File: config.mk
export PLATFORM = sky130hd
export DESIGN_NAME = pipe_hazard_ctrl
export DESIGN_NICKNAME = d
export VERILOG_FILES = /design/src/rtl/pipe_ctrl_pkg.sv /design/src/rtl/ctrl_decoder.sv /design/src/rtl/pipe_hazard_ctrl.sv
export SDC_FILE = /design/constraint.sdc
export NUM_CORES = 1
export LEC_CHECK = 0
export ABC_AREA = 1
export CAP_MARGIN = 10
export CELL_PAD_IN_SITES_DETAIL_PLACEMENT = 1
export CELL_PAD_IN_SITES_GLOBAL_PLACEMENT = 1
export CORE_MARGIN = 3
export CORE_UTILIZATION = 36
export DETAILED_ROUTE_END_ITERATION = 16
export PLACE_DENSITY = 0.91
export SYNTH_ARGS = -nofsm -noshare
export SYNTH_HDL_FRONTEND = slang
export SYNTH_SLANG_ARGS = --single-unit
File: constraint.sdc
create_clock -name clk -period 1.7 [get_ports clk]
set_input_delay 0.255 -clock clk [delete_from_list [all_inputs] [get_ports clk]]
set_output_delay 0.255 -clock clk [all_outputs]
set_load 0.05 [all_outputs]
File: src/rtl/pipe_ctrl_pkg.sv
// Shared encodings and stage record for the five-stage pipeline control unit.
package pipe_ctrl_pkg;

  localparam int REG_AW = 4;

  localparam logic [3:0] OP_RTYPE = 4'b0000;
  localparam logic [3:0] OP_LOAD  = 4'b1000;
  localparam logic [3:0] OP_STORE = 4'b1011;
  localparam logic [3:0] OP_BLT   = 4'b0100;
  localparam logic [3:0] OP_BGT   = 4'b0101;
  localparam logic [3:0] OP_BE    = 4'b0110;
  localparam logic [3:0] OP_JUMP  = 4'b1100;
  localparam logic [3:0] OP_HALT  = 4'b1111;

  localparam logic [3:0] FN_ADD = 4'b1111;
  localparam logic [3:0] FN_SUB = 4'b1110;
  localparam logic [3:0] FN_AND = 4'b1101;
  localparam logic [3:0] FN_OR  = 4'b1100;
  localparam logic [3:0] FN_MUL = 4'b0001;
  localparam logic [3:0] FN_DIV = 4'b0010;
  localparam logic [3:0] FN_LSL = 4'b1010;
  localparam logic [3:0] FN_LSR = 4'b1011;
  localparam logic [3:0] FN_RL  = 4'b1000;
  localparam logic [3:0] FN_RR  = 4'b1001;

  localparam logic [3:0] ALU_ADD = 4'b0000;
  localparam logic [3:0] ALU_SUB = 4'b0001;
  localparam logic [3:0] ALU_AND = 4'b0010;
  localparam logic [3:0] ALU_OR  = 4'b0011;
  localparam logic [3:0] ALU_MUL = 4'b0100;
  localparam logic [3:0] ALU_DIV = 4'b0101;
  localparam logic [3:0] ALU_LSL = 4'b0110;
  localparam logic [3:0] ALU_LSR = 4'b0111;
  localparam logic [3:0] ALU_RL  = 4'b1000;
  localparam logic [3:0] ALU_RR  = 4'b1001;

  localparam logic [1:0] RW_NONE   = 2'b00;
  localparam logic [1:0] RW_OP1    = 2'b01;
  localparam logic [1:0] RW_OP1_R0 = 2'b11;

  localparam logic [1:0] CMP_BLT  = 2'b00;
  localparam logic [1:0] CMP_BGT  = 2'b01;
  localparam logic [1:0] CMP_BE   = 2'b10;
  localparam logic [1:0] CMP_NONE = 2'b11;

  localparam logic [1:0] PC_HOLD   = 2'b00;
  localparam logic [1:0] PC_INC    = 2'b01;
  localparam logic [1:0] PC_JUMP   = 2'b10;
  localparam logic [1:0] PC_BRANCH = 2'b11;

  localparam logic [1:0] FWD_RF    = 2'b00;
  localparam logic [1:0] FWD_EXMEM = 2'b01;
  localparam logic [1:0] FWD_MEMWB = 2'b10;

  localparam logic [1:0] SRCB_REG = 2'b00;
  localparam logic [1:0] SRCB_IMM = 2'b10;

  typedef struct packed {
    logic              valid;
    logic [REG_AW-1:0] dest;
    logic [1:0]        reg_write;
    logic              is_load;
  } stage_t;

  typedef enum logic [1:0] {ST_RUN, ST_DRAIN, ST_HALTED} state_t;

  // MUL/DIV also write R0, so a double-write stage matches source R0 too.
  function automatic logic stage_hits(input stage_t st, input logic [REG_AW-1:0] src);
    return st.valid && (st.reg_write != RW_NONE) &&
           ((st.dest == src) || ((st.reg_write == RW_OP1_R0) && (src == '0)));
  endfunction

  function automatic logic [1:0] fwd_select(input logic used, input logic [REG_AW-1:0] src,
                                            input stage_t younger, input stage_t older);
    if (!used)                    return FWD_RF;
    if (stage_hits(younger, src)) return FWD_EXMEM;
    if (stage_hits(older, src))   return FWD_MEMWB;
    return FWD_RF;
  endfunction

endpackage

File: src/rtl/ctrl_decoder.sv
// Combinational decode of one instruction into EX control fields, source usage and illegal.
module ctrl_decoder
  import pipe_ctrl_pkg::*;
#(
  parameter int INSTR_W = 16,
  parameter int RADDR_W = 4
) (
  input  logic [INSTR_W-1:0] instr,
  output logic [RADDR_W-1:0] op1,
  output logic [RADDR_W-1:0] op2,
  output logic [3:0]         alu_op,
  output logic [1:0]         reg_write,
  output logic [1:0]         compare,
  output logic [1:0]         src_b,
  output logic               mem_to_reg,
  output logic               mem_wen,
  output logic               is_branch,
  output logic               is_jump,
  output logic               is_halt,
  output logic               is_muldiv,
  output logic               use_a,
  output logic               use_b,
  output logic               illegal
);

  logic [3:0] opcode;
  logic [3:0] funct;

  assign opcode = instr[15:12];
  assign op1    = instr[11:8];
  assign op2    = instr[7:4];
  assign funct  = instr[3:0];

  always_comb begin
    alu_op     = ALU_ADD;
    reg_write  = RW_NONE;
    compare    = CMP_NONE;
    src_b      = SRCB_REG;
    mem_to_reg = 1'b0;
    mem_wen    = 1'b0;
    is_branch  = 1'b0;
    is_jump    = 1'b0;
    is_halt    = 1'b0;
    is_muldiv  = 1'b0;
    use_a      = 1'b0;
    use_b      = 1'b0;
    illegal    = 1'b0;
    case (opcode)
      OP_RTYPE: begin
        use_a     = 1'b1;
        use_b     = 1'b1;
        reg_write = RW_OP1;
        case (funct)
          FN_ADD: alu_op = ALU_ADD;
          FN_SUB: alu_op = ALU_SUB;
          FN_AND: alu_op = ALU_AND;
          FN_OR:  alu_op = ALU_OR;
          FN_MUL: begin alu_op = ALU_MUL; is_muldiv = 1'b1; reg_write = RW_OP1_R0; end
          FN_DIV: begin alu_op = ALU_DIV; is_muldiv = 1'b1; reg_write = RW_OP1_R0; end
          FN_LSL: begin alu_op = ALU_LSL; src_b = SRCB_IMM; end
          FN_LSR: begin alu_op = ALU_LSR; src_b = SRCB_IMM; end
          FN_RL:  begin alu_op = ALU_RL;  src_b = SRCB_IMM; end
          FN_RR:  begin alu_op = ALU_RR;  src_b = SRCB_IMM; end
          default: illegal = 1'b1;
        endcase
        // Destination R0 would collide with the high/remainder write.
        if (is_muldiv && (op1 == '0)) illegal = 1'b1;
      end
      OP_LOAD:  begin reg_write = RW_OP1; mem_to_reg = 1'b1; src_b = SRCB_IMM; use_b = 1'b1; end
      OP_STORE: begin mem_wen = 1'b1; src_b = SRCB_IMM; use_a = 1'b1; use_b = 1'b1; end
      OP_BLT:   begin compare = CMP_BLT; is_branch = 1'b1; use_a = 1'b1; use_b = 1'b1; end
      OP_BGT:   begin compare = CMP_BGT; is_branch = 1'b1; use_a = 1'b1; use_b = 1'b1; end
      OP_BE:    begin compare = CMP_BE;  is_branch = 1'b1; use_a = 1'b1; use_b = 1'b1; end
      OP_JUMP:  is_jump = 1'b1;
      OP_HALT:  is_halt = 1'b1;
      default:  illegal = 1'b1;
    endcase
    if (illegal) begin
      alu_op    = ALU_ADD;
      reg_write = RW_NONE;
      src_b     = SRCB_REG;
      is_muldiv = 1'b0;
      use_a     = 1'b0;
      use_b     = 1'b0;
    end
  end

endmodule

File: src/rtl/pipe_hazard_ctrl.sv
// Registered pipeline control: decode into ID/EX, destination tracking, forwarding,
// load-use / MUL-DIV stalls, branch flush and the halt drain FSM.
module pipe_hazard_ctrl
  import pipe_ctrl_pkg::*;
#(
  parameter int INSTR_W       = 16,
  parameter int RADDR_W       = 4,
  parameter int MULDIV_CYCLES = 4
) (
  input  logic               clk,
  input  logic               rst,
  input  logic [INSTR_W-1:0] if_instr,
  input  logic               if_valid,
  input  logic               branch_taken,
  output logic [1:0]         pc_sel,
  output logic               if_stall,
  output logic               flush,
  output logic [3:0]         ex_alu_op,
  output logic [1:0]         ex_reg_write,
  output logic [1:0]         ex_compare,
  output logic               ex_mem_to_reg,
  output logic               ex_mem_wen,
  output logic [1:0]         ex_src_b,
  output logic [1:0]         fwd_a,
  output logic [1:0]         fwd_b,
  output logic               illegal,
  output logic               halted
);

  localparam int CNT_W = (MULDIV_CYCLES > 1) ? $clog2(MULDIV_CYCLES) : 1;

  state_t            state, state_nxt;
  stage_t            idex, exmem, memwb, entry;
  logic [CNT_W-1:0]  md_cnt;
  logic              accept, hold;
  logic              branch_flush, md_stall, load_use;
  logic [1:0]        fwd_a_nxt, fwd_b_nxt;

  logic [RADDR_W-1:0] d_op1, d_op2;
  logic [3:0]         d_alu_op;
  logic [1:0]         d_reg_write, d_compare, d_src_b;
  logic               d_mem_to_reg, d_mem_wen, d_is_branch, d_is_jump, d_is_halt;
  logic               d_is_muldiv, d_use_a, d_use_b, d_illegal;

  ctrl_decoder #(.INSTR_W(INSTR_W), .RADDR_W(RADDR_W)) u_dec (
    .instr(if_instr), .op1(d_op1), .op2(d_op2), .alu_op(d_alu_op),
    .reg_write(d_reg_write), .compare(d_compare), .src_b(d_src_b),
    .mem_to_reg(d_mem_to_reg), .mem_wen(d_mem_wen), .is_branch(d_is_branch),
    .is_jump(d_is_jump), .is_halt(d_is_halt), .is_muldiv(d_is_muldiv),
    .use_a(d_use_a), .use_b(d_use_b), .illegal(d_illegal)
  );

  // The branch in EX is recognised by its registered compare field.
  assign branch_flush = idex.valid && (ex_compare != CMP_NONE) && branch_taken;
  assign md_stall     = (md_cnt != '0);
  assign load_use     = if_valid && idex.valid && idex.is_load &&
                        ((d_use_a && (idex.dest == d_op1)) || (d_use_b && (idex.dest == d_op2)));

  assign fwd_a_nxt = fwd_select(d_use_a, d_op1, idex, exmem);
  assign fwd_b_nxt = fwd_select(d_use_b, d_op2, idex, exmem);

  always_comb begin
    entry = '0;
    if (accept && !d_illegal) begin
      entry.valid     = 1'b1;
      entry.dest      = d_op1;
      entry.reg_write = d_reg_write;
      entry.is_load   = d_mem_to_reg;
    end
  end

  always_ff @(posedge clk) begin
    if (rst) state <= ST_RUN;
    else     state <= state_nxt;
  end

  always_comb begin
    state_nxt = state;
    pc_sel    = PC_INC;
    if_stall  = 1'b0;
    flush     = 1'b0;
    accept    = 1'b0;
    hold      = 1'b0;
    case (state)
      ST_RUN: begin
        if (branch_flush) begin
          pc_sel = PC_BRANCH;
          flush  = 1'b1;
        end else if (md_stall) begin
          pc_sel   = PC_HOLD;
          if_stall = 1'b1;
          hold     = 1'b1;
        end else if (load_use) begin
          pc_sel   = PC_HOLD;
          if_stall = 1'b1;
        end else if (if_valid && d_is_halt) begin
          pc_sel    = PC_HOLD;
          if_stall  = 1'b1;
          state_nxt = ST_DRAIN;
        end else begin
          accept = if_valid;
          if (if_valid && d_is_jump) pc_sel = PC_JUMP;
        end
      end
      ST_DRAIN: begin
        pc_sel   = PC_HOLD;
        if_stall = 1'b1;
        hold     = md_stall;
        if (!idex.valid && !exmem.valid && !memwb.valid) state_nxt = ST_HALTED;
      end
      ST_HALTED: begin
        pc_sel   = PC_HOLD;
        if_stall = 1'b1;
      end
      default: state_nxt = ST_RUN;
    endcase
    if (rst) begin
      pc_sel   = PC_INC;
      if_stall = 1'b0;
      flush    = 1'b0;
    end
  end

  // A held MUL/DIV keeps its EX controls while bubbles trickle into EX/MEM.
  always_ff @(posedge clk) begin
    if (rst) begin
      idex          <= '0;
      exmem         <= '0;
      memwb         <= '0;
      md_cnt        <= '0;
      ex_alu_op     <= ALU_ADD;
      ex_reg_write  <= RW_NONE;
      ex_compare    <= CMP_NONE;
      ex_mem_to_reg <= 1'b0;
      ex_mem_wen    <= 1'b0;
      ex_src_b      <= SRCB_REG;
      fwd_a         <= FWD_RF;
      fwd_b         <= FWD_RF;
      illegal       <= 1'b0;
      halted        <= 1'b0;
    end else begin
      halted <= (state == ST_HALTED);
      memwb  <= exmem;
      if (hold) begin
        exmem   <= '0;
        md_cnt  <= md_cnt - 1'b1;
        illegal <= 1'b0;
      end else begin
        exmem   <= idex;
        idex    <= entry;
        md_cnt  <= (accept && d_is_muldiv) ? CNT_W'(MULDIV_CYCLES - 1) : '0;
        illegal <= accept && d_illegal;
        if (accept) begin
          ex_alu_op     <= d_alu_op;
          ex_reg_write  <= d_reg_write;
          ex_compare    <= d_compare;
          ex_mem_to_reg <= d_mem_to_reg;
          ex_mem_wen    <= d_mem_wen;
          ex_src_b      <= d_src_b;
          fwd_a         <= fwd_a_nxt;
          fwd_b         <= fwd_b_nxt;
        end else begin
          ex_alu_op     <= ALU_ADD;
          ex_reg_write  <= RW_NONE;
          ex_compare    <= CMP_NONE;
          ex_mem_to_reg <= 1'b0;
          ex_mem_wen    <= 1'b0;
          ex_src_b      <= SRCB_REG;
          fwd_a         <= FWD_RF;
          fwd_b         <= FWD_RF;
        end
      end
    end
  end

endmodule

==> run_results.csv, run 1 <==
group,metric,value,unit
yosys,dominantRegCellSynth,"sky130_fd_sc_hd__dfxtp_1",
power,vdd_drop_max,0.000753,V
sta,hold_slack,324,ps
worst_setup_path,critical_path_peak_fanout,3,
worst_setup_path,cpLargestDelayFamily,"simple AND/OR/NAND/NOR gates",
detailed_routing,wire_per_inst,21.8,um
power,cellLeakagePower,1.45,nW
finish,largest_register,"idex",
yosys,synth_largest_area_cell,"sky130_fd_sc_hd__dfxtp_1",
worst_setup_path,critical_path.n_buffers_inverters,1,
detailed_routing,routed_via_density,5.50,
sta,grt_setup_unrepaired,"yes",
clock_network,inserted_clock_buffers,5,
clock_network,cts_tree,"done",
yosys,synth-warning-count,0,
global_routing,number_of_antenna_violations_at_the_first_check_in_global_routing,0,
yosys,synth_enable_flop_cells,0,
worst_setup_path,worst_setup_end_kind,"output port",
finish,area.growth.synth_to_final,64.5,%
worst_setup_path,cpPeakStageDelay,370,ps
power,powerDensity,806,nW/um^2
worst_setup_path,timing.reg2reg.worst_path_depth,13,
sta,finalHoldViolCount,0,
clock_network,clock_sink_count,37,
worst_setup_path,path_cells,"xnor2_2, nand2_1, nor2_2, nand4_1, nand2_2, nand2_4, nand3_4, nand2_4, a21oi_4, buf_12",
yosys,synthDominantCellAreaShare,36.6,%
detailed_routing,dr_total_vias,2587,
sta,maxClockFrequency,466,MHz
global_routing,grt.met1_usage,29.9,%
floorplan,die_w,80.9,um
yosys,syn-num-nets,323,
worst_setup_path,crit_slowest_cell,"sky130_fd_sc_hd__dfxtp_4",
finish,nets,424,
sta,finalWorstSetupSlack,-448,ps
yosys,yosysMostFrequentCell,"sky130_fd_sc_hd__nand2_1",
sta,final_setup_skew,9.26,ps
yosys,synth-adder-area-share,3.09,%
sta,final-setup-viol-count,16,
yosys,synthesis.instances,298,
detailed_routing,antenna_violating_nets_post_route,0,
yosys,multiplexer_fraction_of_the_synthesized_cell_area,0,%
worst_setup_path,regToRegEndpoint,"fwd_b[0]",
min_path,holdPathEnd,"ex_compare[1]",
yosys,synth.distinct_cells,30,
clock_network,cts_htree_levels,2,
detailed_routing,postRouteWirelength,10200,um
worst_setup_path,reg2reg_from,"idex[4]",
finish,biggestRegsByFlops,"idex (8), exmem (7), ex_alu_op (4)",
finish,largest_reg_flops,8,
worst_setup_path,most_used_cell_along_the_critical_path,"sky130_fd_sc_hd__nand2_4",
yosys,netlist_top_cells_count,"sky130_fd_sc_hd__nand2_1, sky130_fd_sc_hd__dfxtp_1, sky130_fd_sc_hd__inv_1, sky130_fd_sc_hd__nor2_1, sky130_fd_sc_hd__a21oi_1",
sta,fin_setup_tns,-1990,ps
detailed_routing,dr.first_iter.drc_count,158,
place,gp_routability_congestion,0.811,
clock_network,post_cts_hold_buffer_count,0,
yosys,avgSynthCellArea,6.79,um^2
yosys,synth_seq_area_share,36.6,%
finish,antennaDiodeCount,0,
worst_setup_path,timing.critical_path.from_type,"register",
detailed_routing,drt_first_pass_iters,4,
sta,min_period_over_period,126,%
min_path,timing.hold.worst.start,"if_instr[13]",
floorplan,boundaryPins,42,
worst_setup_path,worstPathRequired,1440,ps
job,cap_viol_max_count,0,
min_path,worstHoldPathType,"in -> reg",
clock_network,clockBufferDepth,2,
yosys,synth_async_sr_flop_share,0,%
finish,drive_gt1_share,45.0,%
sta,maxSlewViolCount,0,
global_routing,grt_max_degree,23,
yosys,synth-seq-cells,37,
worst_setup_path,timing_worst_setup_path_type,"reg -> out",
global_routing,grt.busiest_layer,"met2",
worst_setup_path,critical_path_arrival,1890,ps
floorplan,core_area,5270,um^2
clock_network,clk-insertion-delay-late,300,ps
floorplan,rows,26,
floorplan,floorplan.initialDensity,38.4,%
yosys,synth_xor_area_share,4.76,%
global_routing,gr-total-overflow,0,
global_routing,first_global_vias,2720,
run_status,failed_checks,"negative setup slack",
global_routing,grt.met2_usage,52.7,%
yosys,synth_top_family_by_area,"simple AND/OR/NAND/NOR gates",
sta,period_needed,2150,ps
min_path,worstHoldPathCells,4,
global_routing,gr-usage-met3,5.65,%
yosys,synth_compound_gate_area_share,13.9,%
global_routing,track_usage,27.9,%
worst_setup_path,worst-r2r-setup-slack,-100,ps
run_status,status,"finished with violations",
global_routing,grt_first_pass_wirelength,13800,um
yosys,synth.cell_area,2020,um^2
floorplan,die_height,80.9,um
place,port_buffers,40,
clock_network,clock_pin_slew_on_the_worst_setup_and_hold_paths,90,ps
finish,layout.core_utilization,63.1,%
yosys,synth.top_cells.by_area,"sky130_fd_sc_hd__dfxtp_1, sky130_fd_sc_hd__nand2_1, sky130_fd_sc_hd__a21oi_1, sky130_fd_sc_hd__inv_1, sky130_fd_sc_hd__nor2_1",
floorplan,die_area,6550,um^2
clock_network,clock-root-buffer,"sky130_fd_sc_hd__clkbuf_8",
detailed_routing,drc,0,
yosys,synth_simple_gate_area_share,33.1,%
place,place.detailed.hpwl,5740,um
[tightest hold or removal path: stages]
cell and delay, ps:
sky130_fd_sc_hd__buf_6 90, sky130_fd_sc_hd__or2_2 110, sky130_fd_sc_hd__o22ai_1 80, sky130_fd_sc_hd__nand2_1 60
[worst max-delay path by stage]
stage               endpoint  slack [ps]  cells after the start         start
floorplan           if_stall         -60                     11  if_instr[13]
global placement    if_stall        -590                     12   if_instr[9]
detailed placement  if_stall        -750                     12  if_instr[15]
CTS                 if_stall        -370                     11       idex[3]
global route        if_stall        -520                     10       idex[5]
finish              if_stall        -450                     10       idex[5]
[repair_timing]
action / CTS / global route
buffers inserted: 5 / 7
endpoints found under the setup margin: 32 / 31
pin swaps: 13 / 23
resized for setup: 57 / 76
[metrics by stage]
stage               worst slack, ps  total power, mW  std cells  area, um^2
floorplan                     -58.9             1.38        298        2050
global placement               -590             1.73        450        2880
detailed placement             -751             1.79        450        2880
CTS                            -369             2.46        463        3090
global route                   -522             2.77        470        3330
finish                         -448             2.68        470        3330
[placed cells by master (no fill, tap or decap), types with 2 or more instances in the layout]
master,count
sky130_fd_sc_hd__buf_4,68
sky130_fd_sc_hd__nand2_1,67
sky130_fd_sc_hd__dfxtp_1,27
sky130_fd_sc_hd__nor2_1,25
sky130_fd_sc_hd__inv_1,22
sky130_fd_sc_hd__a21oi_1,22
sky130_fd_sc_hd__nand2_2,14
sky130_fd_sc_hd__inv_2,10
sky130_fd_sc_hd__nand4_1,10
sky130_fd_sc_hd__o21ai_0,10
sky130_fd_sc_hd__nor2_2,9
sky130_fd_sc_hd__xnor2_1,9
sky130_fd_sc_hd__buf_6,9
sky130_fd_sc_hd__dlygate4sd2_1,8
sky130_fd_sc_hd__dfxtp_2,6
sky130_fd_sc_hd__nand3_2,5
sky130_fd_sc_hd__nand2_4,5
sky130_fd_sc_hd__a21oi_2,5
sky130_fd_sc_hd__o22ai_1,5
sky130_fd_sc_hd__clkbuf_8,5
sky130_fd_sc_hd__buf_12,5
sky130_fd_sc_hd__inv_4,4
sky130_fd_sc_hd__or2_2,4
sky130_fd_sc_hd__dfxtp_4,4
sky130_fd_sc_hd__nor3_1,3
sky130_fd_sc_hd__buf_2,3
sky130_fd_sc_hd__nor2_4,2
sky130_fd_sc_hd__nor3_4,2
sky130_fd_sc_hd__xnor2_2,2
sky130_fd_sc_hd__nand3_4,2
sky130_fd_sc_hd__nand3b_1,2
sky130_fd_sc_hd__ha_4,2
sky130_fd_sc_hd__ha_2,2
sky130_fd_sc_hd__clkinv_2,2
sky130_fd_sc_hd__dlymetal6s2s_1,2
sky130_fd_sc_hd__clkdlybuf4s50_1,2
sky130_fd_sc_hd__clkbuf_2,2
[logic make-up (layout without fill, tap and decap cells)]
family / after synthesis / count (layout)
XOR/XNOR: 11 / 11
other: 1 / 1
flip-flops: 37 / 37
adder cells (fa/ha/maj): 5 / 5
AO/OA/AOI/OAI: 50 / 50
AND/OR/NAND/NOR: 151 / 151
buffers and inverters: 43 / 145
[power by group]
part	switching (mW)	internal (mW)
registers	0.0445	0.915
logic	0.621	0.446
clock network	0.370	0.284
total	1.04	1.64
[per-layer routing]
layer	vias up	wire length, um	part of all wire, %
met2	155	5270	51
met4	0	502	4.9
met1	1222	3770	37
met3	51	714	7.0
met5	-	0	0
li1	1159	-	-
[layout make-up]
class	instances	area, um^2
Fill cell	652	1940
Multi-Input combinational cell	218	1380
Timing Repair Buffer	100	862
Sequential cell	37	763
Inverter	37	149
Tap cell	70	87.6
Clock buffer	5	68.8
Clock inverter	3	17.5
Note: power is estimated with default switching activity, not from simulation.
==> run 2: changes to the inputs <==
--- a/config.mk
+++ b/config.mk
@@ -6,7 +6,7 @@
 export NUM_CORES = 1
 export LEC_CHECK = 0
 export ABC_AREA = 1
-export CAP_MARGIN = 10
+export CAP_MARGIN = 15
 export CELL_PAD_IN_SITES_DETAIL_PLACEMENT = 1
 export CELL_PAD_IN_SITES_GLOBAL_PLACEMENT = 1
 export CORE_MARGIN = 3
==> results of run 2 <==
No change in the layout: final DEF, timing and power equal those of run 1.
==> run 3: changes to the inputs <==
--- a/config.mk
+++ b/config.mk
@@ -10,9 +10,9 @@
 export CELL_PAD_IN_SITES_DETAIL_PLACEMENT = 1
 export CELL_PAD_IN_SITES_GLOBAL_PLACEMENT = 1
 export CORE_MARGIN = 3
-export CORE_UTILIZATION = 36
+export CORE_UTILIZATION = 38
 export DETAILED_ROUTE_END_ITERATION = 16
-export PLACE_DENSITY = 0.91
+export PLACE_DENSITY = 0.95
 export SYNTH_ARGS = -nofsm -noshare
 export SYNTH_HDL_FRONTEND = slang
 export SYNTH_SLANG_ARGS = --single-unit
==> constraint.sdc (replaced) <==
create_clock -name clk -period 2.7 [get_ports clk]
set_input_delay 0.405 -clock clk [delete_from_list [all_inputs] [get_ports clk]]
set_output_delay 0.405 -clock clk [all_outputs]
set_load 0.05 [all_outputs]
==> run 3 against run 2 <==
Compared with the run above: the run now ends clean; first-iteration DRC count down 27%; count of clock-buffer cells in the layout increased by 2; highest routed layer unchanged; clock power shrank 39%; via count decreased by 17%; sequential power down 38%; critical path type is now in -> out; largest power group is now registers; core utilization shrank 8.6 points; final cell count down 11%; clock skew down 6.2 ps.
==> run_results.csv, run 3 (synthesis gave the netlist of run 1 again) <==
group,metric,value,unit
run_status,status,"finished, final reports clean",
floorplan,die_area,6230,um^2
floorplan,core_area,4940,um^2
global_routing,grt_max_degree,23,
worst_setup_path,timing_worst_setup_path_type,"in -> out",
clock_network,clock_pin_slew_on_the_worst_setup_and_hold_paths,70,ps
worst_setup_path,crit_slowest_cell,"sky130_fd_sc_hd__clkdlybuf4s50_1",
detailed_routing,dr.first_iter.drc_count,115,
sta,worst_slew_pin_slew,524,ps
place,gp_routability_congestion,0.815,
min_path,worstHoldPathType,"reg -> reg",
place,port_buffers,40,
power,totalPowerFinal,1.44,mW
detailed_routing,wire_per_inst,16.0,um
place,post_dp_cell_area,2560,um^2
global_routing,track_usage,22.7,%
floorplan,die_height,78.9,um
detailed_routing,drt_first_pass_iters,4,
worst_setup_path,timing.critical_path.from_type,"input pin",
power,vdd_drop_max,0.000217,V
sta,period_needed,2570,ps
worst_setup_path,critical_path.n_buffers_inverters,3,
worst_setup_path,critical_path_arrival,2160,ps
finish,largest_reg_flops,8,
clock_network,cts_tree,"done",
power,cellLeakagePower,1.14,nW
finish,leading_cell_type_in_the_layout_fill_and_taps_excluded,"sky130_fd_sc_hd__nand2_1",
clock_network,cts_htree_levels,2,
detailed_routing,postRouteWirelength,6660,um
sta,final_setup_skew,3.05,ps
global_routing,grt_first_pass_wirelength,11200,um
clock_network,clock_sink_count,37,
worst_setup_path,most_used_cell_along_the_critical_path,"sky130_fd_sc_hd__nand2_1",
finish,biggestRegsByFlops,"idex (8), exmem (7), ex_alu_op (4)",
finish,nets,375,
job,cap_viol_max_count,0,
worst_setup_path,worstPathRequired,2300,ps
finish,antennaDiodeCount,0,
detailed_routing,dr_total_vias,2149,
worst_setup_path,worst_setup_end_kind,"output port",
detailed_routing,drc,0,
floorplan,rows,25,
clock_network,clock-root-buffer,"sky130_fd_sc_hd__clkbuf_8",
worst_setup_path,critical_path_peak_fanout,3,
sta,maxClockFrequency,389,MHz
detailed_routing,routed_via_density,5.15,
place,placed_cells,408,
worst_setup_path,cpLargestDelayFamily,"simple AND/OR/NAND/NOR gates",
sta,maxSlewViolCount,0,
floorplan,boundaryPins,42,
finish,drive_gt1_share,12.0,%
sta,grt_setup_unrepaired,"no",
global_routing,number_of_antenna_violations_at_the_first_check_in_global_routing,0,
finish,largest_register,"idex",
power,powerDensity,535,nW/um^2
finish,design_area,2690,um^2
sta,hold_slack,449,ps
sta,worst_slew_margin_rel,65.0,%
place,place.detailed.hpwl,4980,um
finish,area.growth.synth_to_final,33.2,%
worst_setup_path,cpPeakStageDelay,520,ps
floorplan,die_w,78.9,um
clock_network,clk-insertion-delay-late,290,ps
finish,fin_cells,417,
worst_setup_path,path_cells,"clkdlybuf4s50_1, inv_1, nand2_1, nand4_1, nor2_2, nand3_1, nand2_2, nand2_4, nand3_2, nand2_1, a21oi_2, buf_12",
clock_network,clockBufferDepth,2,
clock_network,inserted_clock_buffers,5,
sta,finalHoldViolCount,0,
detailed_routing,antenna_violating_nets_post_route,0,
sta,fin_setup_tns,0,ps
floorplan,floorplan.initialDensity,40.9,%
sta,min_period_over_period,95.2,%
sta,final-setup-viol-count,0,
global_routing,gr-total-overflow,0,
finish,commonest_non_fill_non_tap_cells_in_the_layout,"sky130_fd_sc_hd__nand2_1, sky130_fd_sc_hd__dfxtp_1, sky130_fd_sc_hd__inv_1",
global_routing,first_global_vias,2335,
==> run 3: cell types whose count changed in the layout (fill, tap and decap cells not counted), moves of 9 or more <==
| cell | change |
|---|---|
| sky130_fd_sc_hd__nand2_2 | -11 |
| sky130_fd_sc_hd__buf_4 | -55 |
| sky130_fd_sc_hd__nand2_1 | +15 |
| sky130_fd_sc_hd__inv_1 | +12 |
| sky130_fd_sc_hd__clkdlybuf4s50_1 | +27 |
| sky130_fd_sc_hd__dfxtp_1 | +10 |
| sky130_fd_sc_hd__buf_6 | -9 |
==> run 3: cell type report <==
| cell class | count | area, um^2 |
|---|---|---|
| Timing Repair Buffer | 51 | 504 |
| Inverter | 37 | 139 |
| Fill cell | 659 | 2250 |
| Sequential cell | 37 | 741 |
| Multi-Input combinational cell | 218 | 1140 |
| Tap cell | 67 | 83.8 |
| Clock buffer | 7 | 86.3 |
==> run 3: worst paths after layout <==
path	startpoint	end	slack [ps]	cells past startpoint
worst max-delay path	if_instr[7]	if_stall	130	12
worst min-delay path	exmem[7]	memwb[7]	450	2
worst max register to register	state[0]	idex[5]	820	7
worst min register to register	exmem[7]	memwb[7]	450	2
==> run 3: through the flow <==
step	util, %	setup WS, ps
2_1_floorplan	-	259
4_1_cts	53.6	8.07
6_report	54.5	131
5_1_grt	54.5	13.7
3_3_place_gp	51.8	23.5
3_5_place_dp	51.8	-33.8
==> run 3: worst min-delay path: stages, from the launching register on <==
cell and delay [ps]:
sky130_fd_sc_hd__dfxtp_1 330, sky130_fd_sc_hd__inv_1 50, sky130_fd_sc_hd__nor2_1 30
==> run 3: power by group <==
group	total (mW)	leakage [nW]	switching (mW)	internal [mW]
Sequential	0.593	0.299	0.0208	0.572
Combinational	0.449	0.793	0.281	0.168
Clock	0.400	0.0443	0.198	0.203
Total	1.44	1.14	0.499	0.943
==> run 3: what timing repair did <==
item	CTS	global route
setup buffers	0	2
pin swaps	0	3
hold buffers	0	0
setup endpoints to repair	1	2
gates resized for setup	5	10
==> run 3: per-layer routing <==
layer,GRT usage [%],part of all wire [%],vias up
met1,27.1,43,1028
met5,0,0,-
met3,4.54,4.2,13
met4,7.22,1.5,0
li1,-,-,1049
met2,40.9,52,59
